### config.mk
export PLATFORM = sky130hd
export DESIGN_NAME = servo_pwm_multi
export DESIGN_NICKNAME = d
export VERILOG_FILES = /design/src/rtl/servo_pwm_pkg.sv /design/src/rtl/servo_pwm_channel.sv /design/src/rtl/servo_pwm_multi.sv
export SDC_FILE = /design/constraint.sdc
export NUM_CORES = 1
export LEC_CHECK = 0
export ABC_AREA = 1
export ABC_CLOCK_PERIOD_IN_PS = 2100
export CORE_MARGIN = 2
export CORE_UTILIZATION = 54
export CTS_CLUSTER_DIAMETER = 80
export DETAILED_ROUTE_END_ITERATION = 16
export PLACE_DENSITY = 0.78
export SYNTH_ARGS = -nofsm -noshare
export SYNTH_HDL_FRONTEND = slang
export SYNTH_HIERARCHICAL = 1
export SYNTH_SLANG_ARGS = --single-unit
### constraint.sdc
create_clock -name clk -period 2.1 [get_ports clk]
set_input_delay 0.315 -clock clk [delete_from_list [all_inputs] [get_ports clk]]
set_output_delay 0.315 -clock clk [all_outputs]
set_load 0.02 [all_outputs]
### src/rtl/servo_pwm_pkg.sv
// servo_pwm_pkg: shared timebase derivations and pulse-width arithmetic for the servo PWM generator
package servo_pwm_pkg;

    localparam int HZ_PER_MHZ = 1_000_000;

    function automatic int ticks_per_us(input int clk_hz);
        return clk_hz / HZ_PER_MHZ;
    endfunction

    function automatic int center_us(input int min_us, input int max_us);
        return (min_us + max_us) / 2;
    endfunction

    function automatic int clamp_us(input int v, input int lo, input int hi);
        return v < lo ? lo : v > hi ? hi : v;
    endfunction

    function automatic int slew_step(input int act, input int pend, input int step);
        return pend > act + step ? act + step : pend < act - step ? act - step : pend;
    endfunction

endpackage

### src/rtl/servo_pwm_channel.sv
// servo_pwm_channel: one servo channel holding the pending/active width and driving its pwm bit
module servo_pwm_channel
    import servo_pwm_pkg::*;
#(
    parameter int CMD_W   = 13,
    parameter int FU_W    = 15,
    parameter int CENTER  = 1500,
    parameter int SLEW_US = 20
) (
    input  logic             clk,
    input  logic             rst,
    input  logic             en,
    input  logic             wr,
    input  logic [CMD_W-1:0] wr_val,
    input  logic             boundary,
    input  logic [FU_W-1:0]  frame_us,
    output logic             pwm
);

    localparam int CW = CMD_W > FU_W ? CMD_W : FU_W;

`ifdef SERVO_PWM_SLEW_EN
    localparam bit SLEW_ON = 1'b1;
`else
    localparam bit SLEW_ON = 1'b0;
`endif

    logic [CMD_W-1:0] pending;
    logic [CMD_W-1:0] active;
    logic [CMD_W-1:0] next_active;

    assign next_active = SLEW_ON ? CMD_W'(slew_step(int'(active), int'(pending), SLEW_US)) : pending;

    // buffer writes, promote them to the active width only at the frame boundary, and compare in us
    always_ff @(posedge clk) begin
        if (rst) begin
            pending <= CMD_W'(CENTER);
            active  <= CMD_W'(CENTER);
            pwm     <= 1'b0;
        end else begin
            if (wr)
                pending <= wr_val;
            if (boundary)
                active <= next_active;
            pwm <= en && (CW'(frame_us) < CW'(active));
        end
    end

endmodule

### src/rtl/servo_pwm_multi.sv
// servo_pwm_multi: multi-channel RC-servo PWM generator; optional per-frame slew limit via SERVO_PWM_SLEW_EN
module servo_pwm_multi
    import servo_pwm_pkg::*;
#(
    parameter int CLK_HZ   = 100_000_000,
    parameter int NUM_CH   = 2,
    parameter int CMD_W    = 13,
    parameter int FRAME_US = 20000,
    parameter int MIN_US   = 1000,
    parameter int MAX_US   = 2000,
    parameter int SLEW_US  = 20,
    localparam int CH_W    = NUM_CH > 1 ? $clog2(NUM_CH) : 1
) (
    input  logic              clk,
    input  logic              rst,
    input  logic              en,
    input  logic              wr_en,
    input  logic [CH_W-1:0]   wr_ch,
    input  logic [CMD_W-1:0]  wr_data,
    output logic [NUM_CH-1:0] pwm,
    output logic              frame_start,
    output logic              clamp_hit
);

    localparam int TICKS  = ticks_per_us(CLK_HZ);
    localparam int PS_W   = TICKS > 1 ? $clog2(TICKS) : 1;
    localparam int FU_W   = $clog2(FRAME_US);
    localparam int CENTER = center_us(MIN_US, MAX_US);
    localparam logic [CH_W:0] NCH = (CH_W + 1)'(NUM_CH);

    logic [PS_W-1:0]  presc;
    logic [FU_W-1:0]  frame_us;
    logic             presc_wrap;
    logic             boundary;
    logic             wr_ok;
    logic             wr_clamped;
    logic [CMD_W-1:0] wr_val;

    assign presc_wrap = presc == PS_W'(TICKS - 1);
    assign boundary   = presc_wrap && frame_us == FU_W'(FRAME_US - 1);
    assign wr_ok      = wr_en && {1'b0, wr_ch} < NCH;
    assign wr_val     = CMD_W'(clamp_us(int'(wr_data), MIN_US, MAX_US));
    assign wr_clamped = clamp_us(int'(wr_data), MIN_US, MAX_US) != int'(wr_data);

    // shared timebase: tick prescaler feeding the microsecond frame counter
    always_ff @(posedge clk) begin
        if (rst) begin
            presc    <= '0;
            frame_us <= '0;
        end else begin
            presc <= presc_wrap ? '0 : presc + 1'b1;
            if (presc_wrap)
                frame_us <= boundary ? '0 : frame_us + 1'b1;
        end
    end

    // frame marker registered from the same counter state as pwm, plus the write clamp flag
    always_ff @(posedge clk) begin
        if (rst) begin
            frame_start <= 1'b0;
            clamp_hit   <= 1'b0;
        end else begin
            frame_start <= presc == '0 && frame_us == '0;
            clamp_hit   <= wr_ok && wr_clamped;
        end
    end

    for (genvar i = 0; i < NUM_CH; i++) begin : g_ch
        servo_pwm_channel #(
            .CMD_W  (CMD_W),
            .FU_W   (FU_W),
            .CENTER (CENTER),
            .SLEW_US(SLEW_US)
        ) u_ch (
            .clk     (clk),
            .rst     (rst),
            .en      (en),
            .wr      (wr_ok && wr_ch == CH_W'(i)),
            .wr_val  (wr_val),
            .boundary(boundary),
            .frame_us(frame_us),
            .pwm     (pwm[i])
        );
    end

endmodule

==> impl_metrics.env, run 1 <==
export IMPL_status="finished, final reports clean"
export IMPL_crit_chain="ha_1 > inv_1 > nor3_4 > inv_4 > nor3_4 > nand2_2 > nor3_4 > buf_4 > buf_6 > o21ai_0 > nor2_1"
export IMPL_initialDrtViolationCount=170
export IMPL_synth_largest_area_cell="dfxtp_1"
export IMPL_synthCells=583
export IMPL_hold_violations=0
export IMPL_fin_worst_skew_ns=0.0107
export IMPL_synth_top_area_share_pct=37.6
export IMPL_ios=22
export IMPL_dp_hpwl_um=6950
export IMPL_cpMaxStageDelayCell="dfxtp_1"
export IMPL_setup_tns_ns=0
export IMPL_hold_path_class="reg2reg"
export IMPL_p_per_area_mw_per_mm2=603
export IMPL_clkLatencyLatePin_ns=0.36
export IMPL_period_share_pct=90.6
export IMPL_antenna_left=0
export IMPL_period_needed_ns=1.90
export IMPL_clk_pin_slew_ns=0.08
export IMPL_hold_ws_ns=0.467
export IMPL_final_util_pct=64.1
export IMPL_drive_gt1_share_pct=10.5
export IMPL_syn2layout_area_growth_pct=13.2
export IMPL_ys_types=34
export IMPL_port_buffer_count=21
export IMPL_nets=667
export IMPL_slew_violations=0
export IMPL_grt_setup_unrepaired="false"
export IMPL_cts_sinks=78
export IMPL_remaining_drc_errors=0
export IMPL_die_w_um=91.6
export IMPL_initial_core_util_pct=56.6
export IMPL_required_ns=2.40
export IMPL_synth_ff_type="dfxtp_1"
export IMPL_grt_usage_pct=24.1
export IMPL_async_reset_ff_share_pct=0
export IMPL_grt_pass1_vias=3677
export IMPL_worstSetupPathType="reg2reg"
export IMPL_insertedDiodeCount=0
export IMPL_vdd_drop_max_mv=0.353
export IMPL_synthAdderAreaFrac_pct=8.45
export IMPL_ys_ff_latch=78
export IMPL_grt_max_degree=21
export IMPL_core_mm2=0.00733
export IMPL_worstSetupStartpointType="flop"
export IMPL_cp_arrival_ns=2.20
export IMPL_crit_path_max_incr_delay_ns=0.38
export IMPL_rows=31
export IMPL_leakage_nw=2.23
export IMPL_synthTopCellsByArea="dfxtp_1 38%, nand2_1 12%, ha_1 8.4%"
export IMPL_setup_viol_count_final=0
export IMPL_htree_levels=3
export IMPL_cts_buffers=9
export IMPL_fmax_ghz=0.526
export IMPL_worst_setup_path_end_kind="flop"
export IMPL_die_h_um=91.6
export IMPL_synth_top_family_by_area="simple AND/OR/NAND/NOR gates"
export IMPL_synth_xor_area_share_pct=1.06
export IMPL_critPathMostFrequentCell="nor3_4"
export IMPL_place_gp_congestion=0.961
export IMPL_wl_per_cell_um=12.9
export IMPL_ys_warn_count=6
export IMPL_ys_seq_area_share_pct=37.6
export IMPL_synth_simple_area_share_pct=28.0
export IMPL_syn_area_per_cell_um2=7.11
export IMPL_cp_max_fo=20
export IMPL_clockRootBuffer="clkbuf_8"
export IMPL_cts_tree="done"
export IMPL_total_power_mw=2.83
export IMPL_die_area_mm2=0.00840
export IMPL_max_cap_viol_count=0
export IMPL_hold_buffers=0
export IMPL_synthMuxAreaShare_pct=0
export IMPL_cts_path_max_buffers=2
export IMPL_grt_overflow=0
export IMPL_netlist_area_mm2=0.00415
export IMPL_vias=3795
export IMPL_synth_compound_area_share_pct=13.0
export IMPL_synth_edf_count=0
export IMPL_dr_pass1_iters=5
export IMPL_grt_pass1_wl_um=16200
export IMPL_totalWireLength_um=9360
export IMPL_antenna_found_initial=0
export IMPL_viasPerCell=5.23
## through the flow
stage	cell area, um2	instances	setup slack, ns
floorplan	4170	586	0.0404
global placement	4490	708	0.149
detailed placement	4490	708	0.0733
CTS	4680	724	0.112
global route	4700	725	0.0218
finish	4700	725	0.198
## flip-flops by register name, indices dropped and copies added, names as in the netlist
| name | cells |
|---|---|
| frame_start | 1 |
| g_ch.u_ch/active | 26 |
| g_ch.u_ch/pwm | 2 |
| presc | 7 |
| g_ch.u_ch/next_active | 26 |
| frame_us | 15 |
| clamp_hit | 1 |
## final cells by class
| cell class | count | area, um2 |
|---|---|---|
| Clock buffer | 10 | 138 |
| Clock inverter | 6 | 51.3 |
| Multi-Input combinational cell | 404 | 2120 |
| Tap cell | 99 | 124 |
| Timing Repair Buffer | 40 | 357 |
| Fill cell | 656 | 2630 |
| Sequential cell | 78 | 1560 |
| Inverter | 88 | 350 |
## cells in the mapped netlist, types with 6 or more instances
| cell type | n |
|---|---|
| a21oi_1 | 51 |
| nand3_1 | 36 |
| dfxtp_1 | 78 |
| inv_2 | 6 |
| nor3_1 | 7 |
| nand2_1 | 131 |
| o21ai_2 | 8 |
| ha_1 | 28 |
| nand4_1 | 9 |
| nor2_1 | 65 |
| inv_1 | 79 |
| o21ai_0 | 38 |
## kinds of logic after synthesis
kind of cell,after synthesis
AND/OR/NAND/NOR,266
AO/OA/AOI/OAI,101
adder cells (fa/ha/maj),28
other,1
buffers and inverters,104
XOR/XNOR,5
flip-flops,78
## worst max-delay path, delay by kind of cell (launching register included)
kind	cells	cell delay, ns
buffers and inverters	4	0.50
adders and majority gates	1	0.19
and+or+nand+nor	5	0.66
DFF	1	0.38
AOI/OAI and AO/OA	1	0.11
## layout by cell type, fill, tap and decap left out, types with 3 or more instances in the layout
master,n
a21oi_1,51
buf_4,18
clkbuf_8,10
clkdlybuf4s50_1,21
conb_1,4
dfxtp_1,78
ha_1,28
inv_1,79
inv_2,5
inv_6,3
nand2_1,131
nand3_1,36
nand4_1,9
nor2_1,65
nor2_2,3
nor3_1,7
nor3_4,3
nor4_1,3
o21ai_0,38
o21ai_2,8
or2_2,3
xor2_1,5
## report_power, final
group / switching (mW) / internal [mW]
registers: 0.0260 / 1.52
clock network: 0.597 / 0.478
logic: 0.122 / 0.0902
total: 0.745 / 2.09
## path summary, 6_finish.rpt
kind | start | endpoint | slack, ns | depth (start not counted)
setup / recovery | presc[1]$_SDFF_PP0_ | g_ch[1].u_ch/active[0]$_SDFFE_PP0P_ | 0.20 | 11
hold / removal | g_ch[0].u_ch/active[5]$_SDFFE_PP0P_ | g_ch[0].u_ch/active[5]$_SDFFE_PP0P_ | 0.47 | 2
setup reg to reg | presc[1]$_SDFF_PP0_ | g_ch[1].u_ch/active[0]$_SDFFE_PP0P_ | 0.20 | 11
hold reg to reg | g_ch[0].u_ch/active[5]$_SDFFE_PP0P_ | g_ch[0].u_ch/active[5]$_SDFFE_PP0P_ | 0.47 | 2
## metal layers
metal	up-vias	track usage (%)	wire, um
li1	1943	-	-
met1	1696	28.4	4160
met2	125	40.4	4400
met3	31	5.51	491
met4	0	13.4	315
met5	-	0	0
## timing repair
action	4_1_cts	5_1_grt
resized for setup	0	2
setup endpoints to repair	0	10
setup buffers	0	1
No activity file was read; power rests on OpenSTA's default activity.
==> inputs of run 2 (changes only) <==
Settings changed: GPL_ROUTABILITY_DRIVEN from default to 0.
==> results of run 2 <==
Final layout, timing and power as in run 1 (identical DEF).
